===== config.mk =====
export PLATFORM = sky130hd
export DESIGN_NAME = pipelined_csel_adder
export DESIGN_NICKNAME = d
export VERILOG_FILES = /design/src/rtl/csel_pkg.sv /design/src/rtl/csel_segment.sv /design/src/rtl/pipelined_csel_adder.sv
export SDC_FILE = /design/constraint.sdc
export NUM_CORES = 1
export LEC_CHECK = 0
export ABC_AREA = 1
export BUFFER_PORTS_ARGS = -buffer_cell sky130_fd_sc_hd__buf_2
export CAP_MARGIN = 0
export CORE_UTILIZATION = 30
export CTS_CLUSTER_SIZE = 24
export DETAILED_ROUTE_END_ITERATION = 12
export HOLD_SLACK_MARGIN = 0.02
export PLACE_DENSITY = 0.43
export SYNTH_ARGS = -nofsm -noshare
export SYNTH_HDL_FRONTEND = slang
export SYNTH_SLANG_ARGS = --single-unit

===== constraint.sdc =====
create_clock -name clk -period 2.4 [get_ports clk]
set_input_delay 0.36 -clock clk [delete_from_list [all_inputs] [get_ports clk]]
set_output_delay 0.36 -clock clk [all_outputs]
set_load 0.02 [all_outputs]

===== src/rtl/csel_pkg.sv =====
// ---------------------------------------------------------------------------
// csel_pkg
// Shared constants for the pipelined carry-select adder.
//   CSEL_WIDTH   : default operand/result width
//   CSEL_BLOCK   : default carry-select segment width
//   csel_num_blk : number of segments, which is also the number of pipeline stages
// ---------------------------------------------------------------------------
package csel_pkg;

  localparam int CSEL_WIDTH = 32;
  localparam int CSEL_BLOCK = 8;

  // A non-positive block width is rejected at elaboration by the top.
  // Returning 1 here keeps the division well defined until that check fires.
  function automatic int csel_num_blk(input int width, input int block);
    if (block < 1) return 1;
    return width / block;
  endfunction

endpackage


===== src/rtl/csel_segment.sv =====
// ---------------------------------------------------------------------------
// csel_segment
// Combinational BLOCK-bit carry-select slice. Both candidate sums (carry-in 0
// and carry-in 1) are formed in parallel, and the incoming carry only drives
// the final select.
// Ports:
//   i_a_seg   [BLOCK-1:0] operand A slice
//   i_b_seg   [BLOCK-1:0] effective operand B slice (already inverted for sub)
//   i_cin_sel             carry into this slice, used as the select
//   o_sum     [BLOCK-1:0] selected slice sum
//   o_cout                selected carry out of the slice
// ---------------------------------------------------------------------------
module csel_segment
  import csel_pkg::*;
#(
  parameter int BLOCK = CSEL_BLOCK
) (
  input  logic [BLOCK-1:0] i_a_seg,
  input  logic [BLOCK-1:0] i_b_seg,
  input  logic             i_cin_sel,
  output logic [BLOCK-1:0] o_sum,
  output logic             o_cout
);

  logic [BLOCK:0] w_s0;
  logic [BLOCK:0] w_s1;

  assign w_s0 = {1'b0, i_a_seg} + {1'b0, i_b_seg};
  assign w_s1 = {1'b0, i_a_seg} + {1'b0, i_b_seg} + {{BLOCK{1'b0}}, 1'b1};

  assign {o_cout, o_sum} = i_cin_sel ? w_s1 : w_s0;

endmodule


===== src/rtl/pipelined_csel_adder.sv =====
// ---------------------------------------------------------------------------
// pipelined_csel_adder
// Pipelined carry-select add/subtract unit. The operand is split into
// NUM_BLK = WIDTH/BLOCK segments; stage k resolves segment k with the carry
// registered by stage k-1, so one result leaves per cycle after NUM_BLK cycles.
//   sub=0 : sum = a + b + cin,  cout = carry out
//   sub=1 : sum = a - b - cin,  cout = NOT borrow out
// Ports:
//   clk, rst_n            clock, asynchronous active-low reset
//   in_valid / in_ready   operand handshake
//   a, b [WIDTH-1:0]      operands
//   cin, sub              carry/borrow-in and operation select
//   out_valid / out_ready result handshake
//   sum [WIDTH-1:0], cout result and carry-out
//   ovf                   signed overflow, present only with CSEL_OVF_EN
// Build option: define CSEL_OVF_EN to add the ovf port and its logic.
//
// Handshake: a transfer happens on a rising edge where valid && ready are both
// high. The whole pipeline moves together (adv = !out_valid || out_ready);
// in_ready is exactly adv, so it depends combinationally on out_ready only.
// A held result (out_valid && !out_ready) freezes every stage, so sum/cout/ovf
// stay stable and nothing is dropped or duplicated. Empty slots travel as
// valid=0 bubbles.
// ---------------------------------------------------------------------------
module pipelined_csel_adder
  import csel_pkg::*;
#(
  parameter int WIDTH = CSEL_WIDTH,
  parameter int BLOCK = CSEL_BLOCK
) (
  input  logic             clk,
  input  logic             rst_n,
  input  logic             in_valid,
  output logic             in_ready,
  input  logic [WIDTH-1:0] a,
  input  logic [WIDTH-1:0] b,
  input  logic             cin,
  input  logic             sub,
  output logic             out_valid,
  input  logic             out_ready,
  output logic [WIDTH-1:0] sum,
  output logic             cout
`ifdef CSEL_OVF_EN
  ,
  output logic             ovf
`endif
);

  localparam int BLK_SAFE = (BLOCK < 1) ? 1 : BLOCK;
  localparam int NUM_BLK  = csel_num_blk(WIDTH, BLOCK);
  localparam int LAST     = NUM_BLK - 1;

  if ((BLOCK < 1) || ((WIDTH % BLK_SAFE) != 0)) begin : g_bad_cfg
    $fatal(1, "pipelined_csel_adder: WIDTH must be a positive multiple of BLOCK");
  end

  logic             w_adv;
  logic [WIDTH-1:0] w_b_eff;
  logic             w_c0;

  // Values presented to stage k (stage 0 sees the ports, stage k the
  // registers of stage k-1).
  logic [WIDTH-1:0] w_src_a   [NUM_BLK];
  logic [WIDTH-1:0] w_src_b   [NUM_BLK];
  logic [WIDTH-1:0] w_src_sum [NUM_BLK];
  logic             w_src_c   [NUM_BLK];
  logic             w_src_vld [NUM_BLK];

  // Segment results and registered state of each stage.
  logic [BLOCK-1:0] w_seg_sum [NUM_BLK];
  logic             w_seg_c   [NUM_BLK];
  logic [WIDTH-1:0] w_stg_sum [NUM_BLK];
  logic             w_stg_c   [NUM_BLK];
  logic             w_stg_vld [NUM_BLK];

  assign w_adv    = !w_stg_vld[LAST] || out_ready;
  assign in_ready = w_adv;

  // Subtraction is a + ~b + ~cin; only stage 0 needs to know about sub.
  assign w_b_eff = sub ? ~b : b;
  assign w_c0    = sub ? ~cin : cin;

  assign w_src_a[0]   = a;
  assign w_src_b[0]   = w_b_eff;
  assign w_src_sum[0] = '0;
  assign w_src_c[0]   = w_c0;
  assign w_src_vld[0] = in_valid;

  for (genvar k = 0; k < NUM_BLK; k++) begin : g_stage
    logic [WIDTH-1:0] w_nxt_sum;
    logic [WIDTH-1:0] r_sum;
    logic             r_carry;
    logic             r_vld;

    csel_segment #(.BLOCK(BLOCK)) u_seg (
      .i_a_seg   (w_src_a[k][k*BLOCK +: BLOCK]),
      .i_b_seg   (w_src_b[k][k*BLOCK +: BLOCK]),
      .i_cin_sel (w_src_c[k]),
      .o_sum     (w_seg_sum[k]),
      .o_cout    (w_seg_c[k])
    );

    // Lower segments come through unchanged; segment k is filled in here.
    always_comb begin
      w_nxt_sum = w_src_sum[k];
      w_nxt_sum[k*BLOCK +: BLOCK] = w_seg_sum[k];
    end

    always_ff @(posedge clk or negedge rst_n) begin
      if (!rst_n) begin
        r_vld   <= 1'b0;
        r_sum   <= '0;
        r_carry <= 1'b0;
      end else if (w_adv) begin
        r_vld   <= w_src_vld[k];
        r_sum   <= w_nxt_sum;
        r_carry <= w_seg_c[k];
      end
    end

    assign w_stg_sum[k] = r_sum;
    assign w_stg_c[k]   = r_carry;
    assign w_stg_vld[k] = r_vld;

    // Operands only need to travel on while a later stage still uses them.
    if (k < LAST) begin : g_fwd
      logic [WIDTH-1:0] r_a;
      logic [WIDTH-1:0] r_b;

      always_ff @(posedge clk or negedge rst_n) begin
        if (!rst_n) begin
          r_a <= '0;
          r_b <= '0;
        end else if (w_adv) begin
          r_a <= w_src_a[k];
          r_b <= w_src_b[k];
        end
      end

      assign w_src_a[k+1]   = r_a;
      assign w_src_b[k+1]   = r_b;
      assign w_src_sum[k+1] = r_sum;
      assign w_src_c[k+1]   = r_carry;
      assign w_src_vld[k+1] = r_vld;
    end
  end

  assign out_valid = w_stg_vld[LAST];
  assign sum       = w_stg_sum[LAST];
  assign cout      = w_stg_c[LAST];

`ifdef CSEL_OVF_EN
  // Same-sign operands producing a result of the other sign. The MSB of the
  // result is produced by the last segment, so the flag is formed there.
  logic w_ovf_nxt;
  logic r_ovf;

  assign w_ovf_nxt = (w_src_a[LAST][WIDTH-1] == w_src_b[LAST][WIDTH-1]) &&
                     (w_seg_sum[LAST][BLOCK-1] != w_src_a[LAST][WIDTH-1]);

  always_ff @(posedge clk or negedge rst_n) begin
    if (!rst_n) begin
      r_ovf <= 1'b0;
    end else if (w_adv) begin
      r_ovf <= w_ovf_nxt;
    end
  end

  assign ovf = r_ovf;
`endif

endmodule


# [Word-level counts from Yosys, hierarchy flattened]
# Cells that the tools add are included.
[op_classes] multipliers=0 shift=0 reduce_logical=2 add_sub_neg=8 bitwise=2 magnitude_cmp=0 div=0 n_eq_ne=0 mux=6
[ops] cell="adder 8 x 8 -> 9 bit" count=4
[ops] cell="adder 9 x 1 -> 9 bit (second input constant)" count=4
[ops] cell="2-to-1 mux 9 bit" count=4
[ops] cell="2-to-1 mux 32 bit" count=1
[ops] cell="NOT 32 bit" count=1
[ops] cell="zero test 1 bit" count=1
[ops] cell="logical OR 1 bit" count=1
[ops] cell="2-to-1 mux 1 bit" count=1
[ops] cell="NOT 1 bit" count=1
[totals] reg_bits=280 inputBits=70 rom_bits=0 memories=0 elab_cells=36 out_inout_bits=35 ramBits=0 latchBits=0

# [Depth between registers and ports, before layout]
# Gate-level depths: netlist (run 1).
[logic_depth] ltp_word=5 ltp_mapped=16 depth_no_buf=14

# [By module]
# Synthesis (run 1) repeated with hierarchy kept, for this count alone.
[hier_totals] hier_cells=1225 hier_area_um2=9749.4
[modules_own_cells] module="pipelined_csel_adder" seq_area_each_um2=4604.4 instances=1 area_per_inst_um2=7279.5 cells_per_inst=819
[modules_own_cells] module="csel_segment (g_stage[0].u_seg ...)" seq_area_each_um2=0.0 instances=3 area_per_inst_um2=621.8 cells_per_inst=100
[modules_own_cells] module="csel_segment (g_stage[2].u_seg)" seq_area_each_um2=0.0 instances=1 area_per_inst_um2=604.3 cells_per_inst=106

# [Least setup slack after synthesis (run 1)]
# OpenSTA, ideal clock, no wires.
[synth_path] kind="input to register" from="input sub" to="register g_stage[0].r_sum[6]" t_arrival_ns=2.388 required_ns=2.283 setup_slack_ns=-0.105 cell_stages=15 cell_sequence="buf_6 -> buf_2 -> xor2_1 -> ha_1 -> inv_1 -> fa_1 -> inv_1 -> ha_1 -> nand2_2 -> nor2_2 -> nand3_1 -> nor2_2 -> or2_1 -> nand3_1 -> nand2_1"
[synth_via] elab_chain_len=4 elab_cells_between_ends=5 cone_classes="add/sub: 2; mux: 3"
[synth_lines] element="from (decl)" line_no="pipelined_csel_adder.sv:38" text="input logic sub,"
[synth_lines] element="2-to-1 mux 32 bit" line_no="pipelined_csel_adder.sv:80" text="assign w_b_eff = sub ? ~b : b;"
[synth_lines] element="adder 8 x 8 -> 9 bit" line_no="csel_segment.sv:28, csel_segment.sv:29"
[synth_lines] element="adder 9 x 1 -> 9 bit" line_no="csel_segment.sv:29" text="assign w_s1 = {1'b0, i_a_seg} + {1'b0, i_b_seg} + {{BLOCK{1'b0}}, 1'b1};"
[synth_lines] element="2-to-1 mux 9 bit *" line_no="csel_segment.sv:31" text="assign {o_cout, o_sum} = i_cin_sel ? w_s1 : w_s0;"
[synth_lines] element="to (signal assigned)" line_no="pipelined_csel_adder.sv:116" text="r_sum <= w_nxt_sum;"
[synth_lines] element="to (decl)" line_no="pipelined_csel_adder.sv:91" text="logic [WIDTH-1:0] r_sum;"
# Every way passes the cells marked *; elsewhere a longest branch is shown, timed or not.
# A chain may end at the register's enable or synchronous reset.

# [Final worst setup path (run 1)]
[layout_path] from="register g_stage[0].g_fwd.r_a[8]" to="register g_stage[1].r_carry"
[layout_via] elab_chain_len=3
[layout_lines] element="from (decl)" line_no="pipelined_csel_adder.sv:127" text="logic [WIDTH-1:0] r_a;"
[layout_lines] element="from (signal assigned)" line_no="pipelined_csel_adder.sv:135" text="r_a <= w_src_a[k];"
[layout_lines] element="adder 8 x 8 -> 9 bit *" line_no="csel_segment.sv:28, csel_segment.sv:29"
[layout_lines] element="adder 9 x 1 -> 9 bit" line_no="csel_segment.sv:29"
[layout_lines] element="2-to-1 mux 9 bit *" line_no="csel_segment.sv:31"
[layout_lines] element="to (signal assigned)" line_no="pipelined_csel_adder.sv:117" text="r_carry <= w_seg_c[k];"
[layout_lines] element="to (decl)" line_no="pipelined_csel_adder.sv:92" text="logic r_carry;"
# Marks and branches as above.

==> tab_implementation.tex, run 1 <==
\begin{tabular}{lr}
\hline
Metric & Value \\
\hline
\multicolumn{2}{l}{\textbf{Run status}} \\
Run status & finished, violations left \\
Failing checks & DRC \\
\multicolumn{2}{l}{\textbf{Clock tree}} \\
Clock latency on the worst-skew pair & 0.43 ns \\
H-tree depth & 4 \\
Largest buffer count on any clock path & 2 \\
Clk sinks & 184 \\
Clock input transition at the sequential cells of the worst setup and hold paths & $\sim$0.08 ns \\
CTS Root Buffer Type & clkbuf\_16 \\
CTS tree & done \\
Clock buffers created by TritonCTS & 17 \\
\multicolumn{2}{l}{\textbf{STA}} \\
Final min period & 2.22 ns \\
Max-slew headroom & 0.529 \\
Slew at the pin closest to its max-slew limit & 0.706 ns \\
Setup-failing EPs final & 0 \\
Final worst slack & 0.184 ns \\
Count of final hold-check violations & 0 \\
Share of the cycle needed by the critical path after routing & 0.924 \\
Slew Viols, Final & 0 \\
Worst Clk Skew & between 0.01 and 0.015 ns \\
Achievable frequency & about 450 MHz \\
Setup repair after global routing missed its margin & no \\
\multicolumn{2}{l}{\textbf{Floorplan}} \\
Placeable core region & between 30000 and 40000 sq um \\
Starting utilization of the core area & 0.307 \\
Overall die height & 180 um \\
Die extent in x & $\sim$180 um \\
IO Count & 105 \\
Area of the die & roughly 32000 sq um \\
Number of placement rows & between 60 and 70 \\
\multicolumn{2}{l}{\textbf{Placement}} \\
Placer Congestion & 0.782 \\
DP Wirelength & 14700 um \\
PortBufs & 104 \\
Pre-CTS worst setup slack & -0.0806 ns \\
\multicolumn{2}{l}{\textbf{Layout}} \\
Layout-stage area growth over the synthesis result & 17.4\% \\
Number of nets in the layout & $\sim$1400 \\
Antenna diode count & 0 \\
Filler instances & around 3300 \\
Post-layout util & 0.361 \\
Layout cells sized above 1 & 0.154 \\
\multicolumn{2}{l}{\textbf{Routing}} \\
Number of detailed-route iterations in the first pass & 11 \\
Number of vias per cell & between 4 and 5 \\
DRC errors left & 7 \\
Wirelength per Cell & around 12 um \\
Via count & 7314 \\
Routed Wire Length & 20900 um \\
Post-route antenna net violation count & 0 \\
Violation count after the first detailed-route iteration & 402 \\
\multicolumn{2}{l}{\textbf{Setup path}} \\
Worst EP arrival & 2.53 ns \\
Required arrival time at the worst endpoint & approximately 2.7 ns \\
Max Fanout on Critical Path & 4 \\
Type of the worst setup path & reg -> reg \\
Critical Path End Type & register \\
Worst Setup Start Kind & register \\
\multicolumn{2}{l}{\textbf{Yosys}} \\
Portion of the post-synthesis area used by sequential elements & 0.486 \\
Synthesized net count & $\sim$1300 \\
Yosys warning count & 0 \\
Post-synthesis cell count & 1174 \\
Mean Syn Cell Area & between 8 and 9 sq um \\
Synth Register Bits & 184 \\
Number of unique standard cell types used by synthesis & 32 \\
Post-synthesis instance area & 9470 sq um \\
\multicolumn{2}{l}{\textbf{Global route}} \\
Gr usage total & 0.137 \\
Maximum number of pins on one net before global-route repair & $\sim$170 \\
Vias in the first global route & 7091 \\
Wire length of the first global-routing pass & between 30000 and 40000 um \\
Antenna violations before repair & 1 \\
Total congestion overflow after global routing & 0 \\
\multicolumn{2}{l}{\textbf{Power and ir drop}} \\
Overall power & $\sim$0.015 W \\
Power per cell area & around 1300 nW/um\^{}2 \\
Worst-case vdd ir drop & $\sim$1.3 mV \\
Pleak & slightly below 6 nW \\
\multicolumn{2}{l}{\textbf{Flow run}} \\
Number of max-capacitance violations reported & 0 \\
\multicolumn{2}{l}{\textbf{Worst hold path}} \\
Hold crit path type & in -> reg \\
\hline
\end{tabular}
worst max-delay path, stage by stage (launching register included):
cell,delay [ns]
dfrtp_1,0.39
ha_1,0.24
fa_1,0.55
ha_1,0.18
inv_1,0.07
nor3_4,0.18
nand3_2,0.13
nor2_4,0.13
nand4_1,0.08
nand3_1,0.09
nand2_1,0.05
worst paths after layout:
kind	from	endpoint	slack (ns)	cells past startpoint
worst max-delay path	g_stage[0].g_fwd.r_a[8]$_DFFE_PN0P_	g_stage[1].r_carry$_DFFE_PN0P_	0.18	10
worst min-delay path	a[22]	g_stage[0].g_fwd.r_a[22]$_DFFE_PN0P_	0.12	3
worst max register to register	g_stage[0].g_fwd.r_a[8]$_DFFE_PN0P_	g_stage[1].r_carry$_DFFE_PN0P_	0.18	10
worst min register to register	g_stage[2].r_vld$_DFFE_PN0P_	out_valid$_DFFE_PN0P_	0.45	2
max in group asynchronous	rst_n	g_stage[0].r_sum[0]$_DFFE_PN0P_	1.25	3
min in group asynchronous	rst_n	sum[14]$_DFFE_PN0P_	0.44	2
layout make-up:
class / instances / area (sq um) / area share
Clock inverter: 14 / 130 / 0.0117
Sequential cell: 184 / 4600 / 0.414
Multi-Input combinational cell: 825 / 4210 / 0.379
Tap cell: 396 / 495 / 0.0446
Clock buffer: 18 / 439 / 0.0395
Timing Repair Buffer: 129 / 782 / 0.0704
Inverter: 121 / 457 / 0.0411
power breakdown:
group	total (W)	internal, W	switching (W)	leakage, nW
Combinational	0.00669	0.00236	0.00432	3.26
Clock	0.00274	0.00140	0.00133	0.285
Sequential	0.00517	0.00446	0.000710	2.23
Total	0.0146	0.00823	0.00637	5.78
metal layers:
layer  vias up  global-route usage  wire, um
met5         -                   0         0
met4         0              0.0334       167
met1      3318               0.203     11400
met3        10              0.0237       494
li1       3899                   -         -
met2        87               0.206      8880
what timing repair did:
action	in CTS	in global routing
hold endpoints to repair	51	0
gates resized for setup	0	1
hold buffers	1	0
endpoints found under the setup margin	0	3
setup buffers	0	0
flip-flops by register name (all words and copies together), names as in the netlist:
| name | cells |
|---|---|
| out_valid | 1 |
| g_stage.r_carry | 3 |
| g_stage.r_vld | 3 |
| g_stage.r_sum | 48 |
| cout | 1 |
| g_stage.g_fwd.r_a | 48 |
| sum | 32 |
| g_stage.g_fwd.r_b | 48 |
logic make-up (layout without fill, tap and decap cells):
kind of cell | Yosys count | after routing | synth area share
AND/OR/NAND/NOR | 619 | 619 | 0.275
AO/OA/AOI/OAI | 128 | 128 | 0.0698
XOR/XNOR | 37 | 37 | 0.0402
adder cells (fa/ha/maj) | 41 | 41 | 0.0574
buffers and inverters | 165 | 282 | 0.0710
flip-flops | 184 | 184 | 0.486
synth_stat cells:
master      n  area share
a22oi_1     3      0.0024
buf_2      30       0.016
inv_2       3      0.0012
or2_1       3      0.0020
o21ai_0   100       0.053
nor3_2      2      0.0021
o21ai_1     1     0.00053
nand4_1    19       0.013
xor2_4      3      0.0087
buf_6       1      0.0012
nand3_1    60       0.032
dfrtp_1   184        0.49
nand2_2    11      0.0073
o211ai_1    1     0.00079
a21oi_1    18      0.0095
xnor2_1    26       0.024
ha_1       37       0.049
fa_1        4      0.0085
nor3b_2     2      0.0026
nand3b_1    6      0.0048
buf_4       2      0.0016
clkbuf_1   11      0.0044
a31oi_1     1     0.00066
o31ai_1     3      0.0024
nor3_4      3      0.0052
nand3_2     2      0.0021
nand2_1   478        0.19
inv_1     118       0.047
o22ai_1     1     0.00066
nor2_1     24      0.0095
nor2_2      9      0.0059
xor2_1      8      0.0074
cells in the final DEF (no fill, tap or decap), drive strengths merged:
cell type	instances
fa	4
o21ai	101
nor2	33
ha	37
clkinv	6
dfrtp	184
xnor2	26
o22ai	1
nor3b	2
xor2	11
clkbuf	19
a31oi	1
nand3	62
a21oi	18
buf	127
or2	3
o31ai	3
nand2	489
a22oi	3
o211ai	1
nor3	5
dlygate4sd3	1
inv	129
nand4	19
nand3b	6
per-stage QoR:
step / area (sq um) / std cells / hold slack, ns / setup TNS (ns)
6_report: 11100 / 1687 / 0.116 / 0
5_1_grt: 11100 / 1687 / 0.110 / 0
4_1_cts: 11100 / 1687 / 0.0921 / 0
3_5_place_dp: 10500 / 1654 / 0.369 / -0.242
3_3_place_gp: 10500 / 1654 / 0.371 / -0.0303
2_1_floorplan: 9480 / 1174 / 0.0644 / 0
Note: power is estimated with default switching activity, not from simulation.
==> run 2: changes to the inputs <==
--- a/config.mk
+++ b/config.mk
@@ -12,7 +12,6 @@
 export CTS_CLUSTER_SIZE = 24
 export DETAILED_ROUTE_END_ITERATION = 12
 export HOLD_SLACK_MARGIN = 0.02
-export PLACE_DENSITY = 0.43
 export SYNTH_ARGS = -nofsm -noshare
 export SYNTH_HDL_FRONTEND = slang
 export SYNTH_SLANG_ARGS = --single-unit
==> run 2 against run 1 <==
  * The flow still finishes with violations (DRC)
  * Sequential share of layout area increased by 0.080 points
  * Utilization decreased by 0.069 points
  * Power increased by 1.0%
  * Clock power increased by 7%
  * Die area unchanged
  * Sequential power about the same
  * Non-clock buffer count decreased by 11
  * Critical path type unchanged
  * Largest cell class unchanged
==> tab_implementation.tex, run 2 (synthesis results as in run 1) <==
\begin{tabular}{lr}
\hline
Metric & Value \\
\hline
\multicolumn{2}{l}{\textbf{Layout}} \\
Biggest regs & g\_stage.g\_fwd.r\_a x48, g\_stage.g\_fwd.r\_b x48, g\_stage.r\_sum x48 \\
Commonest non-fill, non-tap cell in the layout & nand2\_1 \\
Footprint of the flip-flops and latches & about 4600 sq um \\
Area of the multi-input gates & about 4200 sq um \\
Layout-stage area growth over the synthesis result & 17.2\% \\
Number of nets in the layout & between 1000 and 1500 \\
Layout cells sized above 1 & 0.148 \\
Filler-free cell count of the finished design & between 1500 and 2000 \\
Post-route design area & about 11000 sq um \\
Filler instances & roughly 3200 \\
Commonest non-fill, non-tap cells in the layout & nand2\_1 (478), dfrtp\_1 (184), inv\_1 (116), buf\_2 (103), o21ai\_0 (100) \\
\multicolumn{2}{l}{\textbf{Routing}} \\
DRC errors left & 8 \\
Violation count after the first detailed-route iteration & about 390 \\
Number of vias per cell & roughly 4.4 \\
Wirelength per Cell & between 10 and 15 um \\
Via count & approximately 7400 \\
Routed Wire Length & approximately 20000 um \\
Number of detailed-route iterations in the first pass & 10 \\
Post-route antenna net violation count & 0 \\
\multicolumn{2}{l}{\textbf{Global route}} \\
Gr usage total & 0.130 \\
Fraction of met3 tracks used by global routing & 0.0239 \\
Antenna violations before repair & 0 \\
Vias in the first global route & around 7000 \\
Busiest layer in global routing & met2 \\
Met2 global-route usage & 0.202 \\
Total congestion overflow after global routing & 0 \\
Maximum number of pins on one net before global-route repair & approximately 170 \\
GR Layer Usage met1 & 0.184 \\
Wire length of the first global-routing pass & roughly 34000 um \\
\multicolumn{2}{l}{\textbf{STA}} \\
Count of final hold-check violations & 0 \\
Setup-failing EPs final & 0 \\
Achievable frequency & approximately 450 MHz \\
Max-slew headroom & 0.562 \\
Share of the cycle needed by the critical path after routing & 0.933 \\
Slew Viols, Final & 0 \\
Worst Clk Skew & approximately 0.024 ns \\
Total negative slack & 0 ns \\
Slew at the pin closest to its max-slew limit & $\sim$0.66 ns \\
Setup repair after global routing missed its margin & no \\
Final min period & 2.24 ns \\
\multicolumn{2}{l}{\textbf{Setup path}} \\
Worst EP arrival & 2.57 ns \\
Type of the worst setup path & reg -> reg \\
Max Fanout on Critical Path & 4 \\
Worst Setup Start Kind & register \\
Required arrival time at the worst endpoint & 2.73 ns \\
Critical Path End Type & register \\
\multicolumn{2}{l}{\textbf{Placement}} \\
Placer Congestion & a little over 0.8 \\
PortBufs & 104 \\
DP Wirelength & 13800 um \\
\# placed instances & about 1600 \\
Instance area at placement & between 10000 and 15000 sq um \\
\multicolumn{2}{l}{\textbf{Power and ir drop}} \\
Power per cell area & 1330 nW/um\^{}2 \\
Pleak & around 5.7 nW \\
Worst-case vdd ir drop & 0.893 mV \\
\multicolumn{2}{l}{\textbf{Run status}} \\
Failing checks & DRC \\
Run status & finished, violations left \\
\multicolumn{2}{l}{\textbf{Floorplan}} \\
IO Count & around 110 \\
Starting utilization of the core area & 0.307 \\
Number of placement rows & 64 \\
Overall die height & approximately 180 um \\
Die extent in x & 180 um \\
Placeable core region & approximately 31000 sq um \\
Area of the die & 32300 sq um \\
\multicolumn{2}{l}{\textbf{Clock tree}} \\
CTS tree & done \\
Clock buffers created by TritonCTS & 17 \\
Largest buffer count on any clock path & 2 \\
CTS Root Buffer Type & clkbuf\_16 \\
Clk sinks & 184 \\
Clock input transition at the sequential cells of the worst setup and hold paths & roughly 0.090 ns \\
H-tree depth & 4 \\
Clock latency on the worst-skew pair & $\sim$0.45 ns \\
\multicolumn{2}{l}{\textbf{Worst hold path}} \\
Hold crit path type & in -> reg \\
\multicolumn{2}{l}{\textbf{Flow run}} \\
Number of max-capacitance violations reported & 0 \\
\hline
\end{tabular}
run 2: final timing paths:
| path | from | to | slack [ns] | depth (start not counted) |
|---|---|---|---|---|
| setup / recovery | g_stage[0].g_fwd.r_a[8]$_DFFE_PN0P_ | g_stage[1].r_carry$_DFFE_PN0P_ | 0.16 | 10 |
| hold / removal | a[27] | g_stage[0].g_fwd.r_a[27]$_DFFE_PN0P_ | 0.11 | 3 |
| setup reg to reg | g_stage[0].g_fwd.r_a[8]$_DFFE_PN0P_ | g_stage[1].r_carry$_DFFE_PN0P_ | 0.16 | 10 |
| hold reg to reg | g_stage[0].g_fwd.r_b[18]$_DFFE_PN0P_ | g_stage[1].g_fwd.r_b[18]$_DFFE_PN0P_ | 0.47 | 2 |
| max in group asynchronous | rst_n | g_stage[0].g_fwd.r_b[15]$_DFFE_PN0P_ | 1.23 | 3 |
| min in group asynchronous | rst_n | g_stage[0].g_fwd.r_a[31]$_DFFE_PN0P_ | 0.46 | 2 |
run 2: per-stage QoR:
| stage | total power (W) | hold slack, ns | util | setup WS, ns |
|---|---|---|---|---|
| final | 0.0147 | 0.106 | 0.360 | 0.160 |
| after global routing | 0.0162 | 0.0996 | 0.360 | 0.00624 |
| after CTS | 0.0149 | 0.0839 | 0.359 | 0.144 |
| after detailed placement | 0.0119 | 0.384 | 0.339 | 0.00336 |
| after global placement | 0.0118 | 0.380 | 0.339 | 0.0421 |
| after floorplan | 0.0102 | 0.0644 | - | 0.0162 |
run 2: power by group:
part | switching, W | internal (W)
clock network | 0.00149 | 0.00144
logic | 0.00429 | 0.00235
registers | 0.000717 | 0.00446
total | 0.00649 | 0.00825
run 2: metal layers:
layer,vias to the layer above,share of wire
met5,-,0
met4,0,0.010
met1,3383,0.52
li1,3880,-
met3,12,0.035
met2,85,0.44
run 2: what timing repair did:
action                                 CTS  global route
endpoints found under the hold margin   53             0
hold buffers                             1             0
setup endpoints to repair                0             3
buffers inserted                         0             1
resized for setup                        0             2
run 2: worst max-delay path, cell delays in order, from the launching register on:
cell	delay, ns
dfrtp_1	0.39
ha_1	0.24
fa_1	0.54
ha_1	0.18
inv_1	0.07
nor3_4	0.21
nand3_2	0.11
nor2_2	0.15
nand4_1	0.10
nand3_1	0.09
nand2_1	0.05
run 2: final cells by class:
type / count / area share
diodes: 1 / 0.000226
clock buffers: 17 / 0.0383
clock inverters: 15 / 0.0180
inverters: 121 / 0.0412
multi-input cells: 825 / 0.379
flip-flops and latches: 184 / 0.415
well taps: 396 / 0.0447
repair buffers: 118 / 0.0630
==> run 3: changes to the inputs <==
--- a/config.mk
+++ b/config.mk
@@ -14,4 +14,5 @@
 export HOLD_SLACK_MARGIN = 0.02
 export SYNTH_ARGS = -nofsm -noshare
 export SYNTH_HDL_FRONTEND = slang
+export SYNTH_HIERARCHICAL = 1
 export SYNTH_SLANG_ARGS = --single-unit
==> run 3 against run 2 <==
  * The run now ends clean
  * Clock skew shrank 0.012 ns
  * Fmax grew 0.68%
  * Register-to-register slack better by 0.02 ns
  * Design area is 2.4% higher
  * Critical path type unchanged
  * Largest cell class unchanged
  * Highest routed layer unchanged
==> tab_implementation.tex, run 3 <==
\begin{tabular}{lr}
\hline
Metric & Value \\
\hline
\multicolumn{2}{l}{\textbf{Layout}} \\
Number of nets in the layout & between 1000 and 1500 \\
Commonest non-fill, non-tap cells in the layout & nand2\_1 (504), dfrtp\_1 (184), inv\_1 (142), buf\_2 (103), o21ai\_0 (99) \\
Layout-stage area growth over the synthesis result & 16.5\% \\
Biggest regs & g\_stage.g\_fwd.r\_a x48, g\_stage.g\_fwd.r\_b x48, g\_stage.r\_sum x48 \\
Layout cells sized above 1 & 0.167 \\
Antenna diode count & 0 \\
Commonest non-fill, non-tap cell in the layout & nand2\_1 \\
Filler-free cell count of the finished design & around 1800 \\
\multicolumn{2}{l}{\textbf{Clock tree}} \\
Clock buffers created by TritonCTS & 17 \\
CTS Root Buffer Type & clkbuf\_16 \\
Clock input transition at the sequential cells of the worst setup and hold paths & approximately 0.080 ns \\
Clock latency on the worst-skew pair & about 0.43 ns \\
CTS tree & done \\
Number of buffers inserted to repair setup after CTS & 0 \\
H-tree depth & 4 \\
Largest buffer count on any clock path & 2 \\
Clk sinks & $\sim$180 \\
\multicolumn{2}{l}{\textbf{STA}} \\
Share of the cycle needed by the critical path after routing & 0.927 \\
Worst Clk Skew & between 0.01 and 0.015 ns \\
Count of final hold-check violations & 0 \\
Final worst slack & $\sim$0.17 ns \\
Slew at the pin closest to its max-slew limit & 0.662 ns \\
Final min period & roughly 2.2 ns \\
Setup repair after global routing missed its margin & yes \\
Achievable frequency & roughly 450 MHz \\
Total negative slack & 0 ns \\
Tightest hold margin & between 0.1 and 0.15 ns \\
Max-slew headroom & 0.559 \\
Slew Viols, Final & 0 \\
Setup-failing EPs final & 0 \\
\multicolumn{2}{l}{\textbf{Routing}} \\
Violation count after the first detailed-route iteration & 430 \\
Via count & between 7000 and 8000 \\
M1 WL & 10600 um \\
Number of detailed-route iterations in the first pass & 4 \\
Highest metal layer with signal wires & met4 \\
Number of vias per cell & about 4.2 \\
Routed wire length on met2 & just over 9000 um \\
Post-route antenna net violation count & 0 \\
Routed Wire Length & slightly above 20000 um \\
DRC errors left & 0 \\
Routed length on met3 & 669 um \\
Wirelength per Cell & 11.6 um \\
\multicolumn{2}{l}{\textbf{Yosys}} \\
Area fraction of the dominant cell type after synthesis & 0.472 \\
Yosys warning count & 6 \\
Commonest cells in the synthesized netlist & nand2\_1 (505), dfrtp\_1 (184), inv\_1 (142) \\
Mean Syn Cell Area & 7.96 sq um \\
Synthesized net count & between 1000 and 1500 \\
Share of the synthesized netlist area taken by xor and xnor gates & 0.0287 \\
Synth Register Bits & 184 \\
Share of the synthesized area in compound gates (AO/OA/AOI/OAI) & 0.0583 \\
Post-synth EDFFs & 0 \\
Largest family of logic cells by synthesized area & simple AND/OR/NAND/NOR gates \\
Cell with the most instances after synthesis & nand2\_1 \\
Post-synthesis instance area & 9750 sq um \\
Multiplexer fraction of the synthesized cell area & 0.00462 \\
Number of unique standard cell types used by synthesis & 28 \\
Dominant cells by area after synthesis & dfrtp\_1 (47\%), nand2\_1 (19\%), inv\_1 (5.5\%), o21ai\_0 (5.1\%), ha\_1 (4.6\%) \\
Post-synthesis adder-cell area fraction & 0.0544 \\
Post-synthesis cell count & between 1000 and 1500 \\
Leading register cell type out of synthesis & dfrtp\_1 \\
Cell taking the most area after synthesis & dfrtp\_1 \\
Async S/R FF share, synth & 1.00 \\
Portion of the post-synthesis area used by sequential elements & 0.472 \\
Synthesized-area fraction occupied by and/or/nand/nor cells & 0.298 \\
\multicolumn{2}{l}{\textbf{Floorplan}} \\
Overall die height & 182 um \\
Die extent in x & roughly 180 um \\
Area of the die & $\sim$33000 sq um \\
Starting utilization of the core area & 0.307 \\
Number of placement rows & between 60 and 70 \\
IO Count & 105 \\
Placeable core region & 31800 sq um \\
\multicolumn{2}{l}{\textbf{Setup path}} \\
Worst Setup Start Kind & register \\
Max Fanout on Critical Path & 3 \\
FF-to-FF path depth & 14 \\
FF-to-FF Start & g\_stage[1].g\_fwd.r\_a[16]\$\_DFFE\_PN0P\_ \\
Slack of the worst reg-to-reg path & $\sim$0.17 ns \\
Type of the worst setup path & reg -> reg \\
Required arrival time at the worst endpoint & between 2 and 3 ns \\
End of the worst register-to-register path & g\_stage[2].r\_sum[23]\$\_DFFE\_PN0P\_ \\
Worst EP arrival & 2.52 ns \\
Critical Path End Type & register \\
\multicolumn{2}{l}{\textbf{Global route}} \\
Antenna violations before repair & 0 \\
Total congestion overflow after global routing & 0 \\
Maximum number of pins on one net before global-route repair & around 170 \\
Vias in the first global route & between 7000 and 8000 \\
Gr usage total & 0.131 \\
Wire length of the first global-routing pass & between 30000 and 40000 um \\
\multicolumn{2}{l}{\textbf{Placement}} \\
\# placed instances & roughly 1700 \\
Pre-CTS worst setup slack & -0.0816 ns \\
PortBufs & $\sim$100 \\
Placer Congestion & approximately 0.88 \\
DP Wirelength & 15200 um \\
\multicolumn{2}{l}{\textbf{Worst hold path}} \\
Hold crit path type & in -> reg \\
Destination of the worst hold path & g\_stage[0].g\_fwd.r\_a[8]\$\_DFFE\_PN0P\_ \\
Worst Hold Path Cells & 3 \\
Startpoint of the lowest-slack hold path & a[8] \\
\multicolumn{2}{l}{\textbf{Flow run}} \\
Number of max-capacitance violations reported & 0 \\
\multicolumn{2}{l}{\textbf{Power and ir drop}} \\
Pleak & slightly above 6 nW \\
Worst-case vdd ir drop & around 0.54 mV \\
Power per cell area & between 1000 and 1500 nW/um\^{}2 \\
\multicolumn{2}{l}{\textbf{Run status}} \\
Run status & completed \\
\hline
\end{tabular}
run 3: layout make-up:
type	count	area, sq um
Multi-Input combinational cell	850	4350
Inverter	145	544
Sequential cell	184	4600
Tap cell	435	544
Clock inverter	12	144
Timing Repair Buffer	126	734
Fill cell	3352	20400
Clock buffer	20	437
run 3: power by group:
group	internal [W]	leakage, nW	switching [W]
combinational	0.00271	3.54	0.00462
sequential	0.00448	2.22	0.000723
clock	0.00155	0.265	0.00122
total	0.00874	6.03	0.00656
run 3: repair_timing:
item / in CTS / in global routing
hold buffers: 1 / 0
setup endpoints to repair: 0 / 2
resized for setup: 0 / 2
endpoints found under the hold margin: 49 / 0
run 3: worst max path at each step:
| stage | start | to | slack, ns | depth (start not counted) |
|---|---|---|---|---|
| after floorplan | sub | g_stage[0].r_carry$_DFFE_PN0P_ | -0.02 | 15 |
| after global placement | sub | g_stage[0].r_carry$_DFFE_PN0P_ | -0.03 | 14 |
| after detailed placement | sub | g_stage[0].r_carry$_DFFE_PN0P_ | -0.08 | 14 |
| after CTS | g_stage[1].g_fwd.r_a[16]$_DFFE_PN0P_ | g_stage[2].r_sum[23]$_DFFE_PN0P_ | 0.15 | 14 |
| after global routing | g_stage[1].g_fwd.r_a[16]$_DFFE_PN0P_ | g_stage[2].r_sum[23]$_DFFE_PN0P_ | -0.008 | 14 |
| final | g_stage[1].g_fwd.r_a[16]$_DFFE_PN0P_ | g_stage[2].r_sum[23]$_DFFE_PN0P_ | 0.17 | 14 |
run 3: kinds of logic (layout without fill, tap and decap cells):
logic type,Yosys count,in the layout
and+or+nand+nor,661,661
muxes,4,4
buffers and inverters,191,303
DFF,184,184
xor gates and xnor gates,32,32
AOI/OAI and AO/OA,113,113
adders and majority gates,40,40
run 3: per-stage QoR:
stage,total power (W),area (sq um),utilization
floorplan,0.0108,9760,-
global placement,0.0124,10800,0.338
detailed placement,0.0126,10800,0.338
CTS,0.0155,11400,0.357
global route,0.0168,11400,0.357
finish,0.0153,11400,0.357
run 3: metal layers:
layer  vias up  track usage
li1       3977            -
met1      3381        0.181
met2       102        0.203
met3        21       0.0297
met4         0       0.0413
met5         -            0
run 3: critical path, cell delays in order, from the launching register on:
cell,delay (ns)
dfrtp_1,0.39
ha_1,0.25
fa_1,0.41
nand2_1,0.13
nand3_1,0.11
nand3_1,0.12
nand2_1,0.06
nand2_1,0.06
nand2_1,0.13
nor2_2,0.14
nand2_1,0.06
nand2_1,0.06
nand2_1,0.04
nand2_1,0.05
o21ai_0,0.08
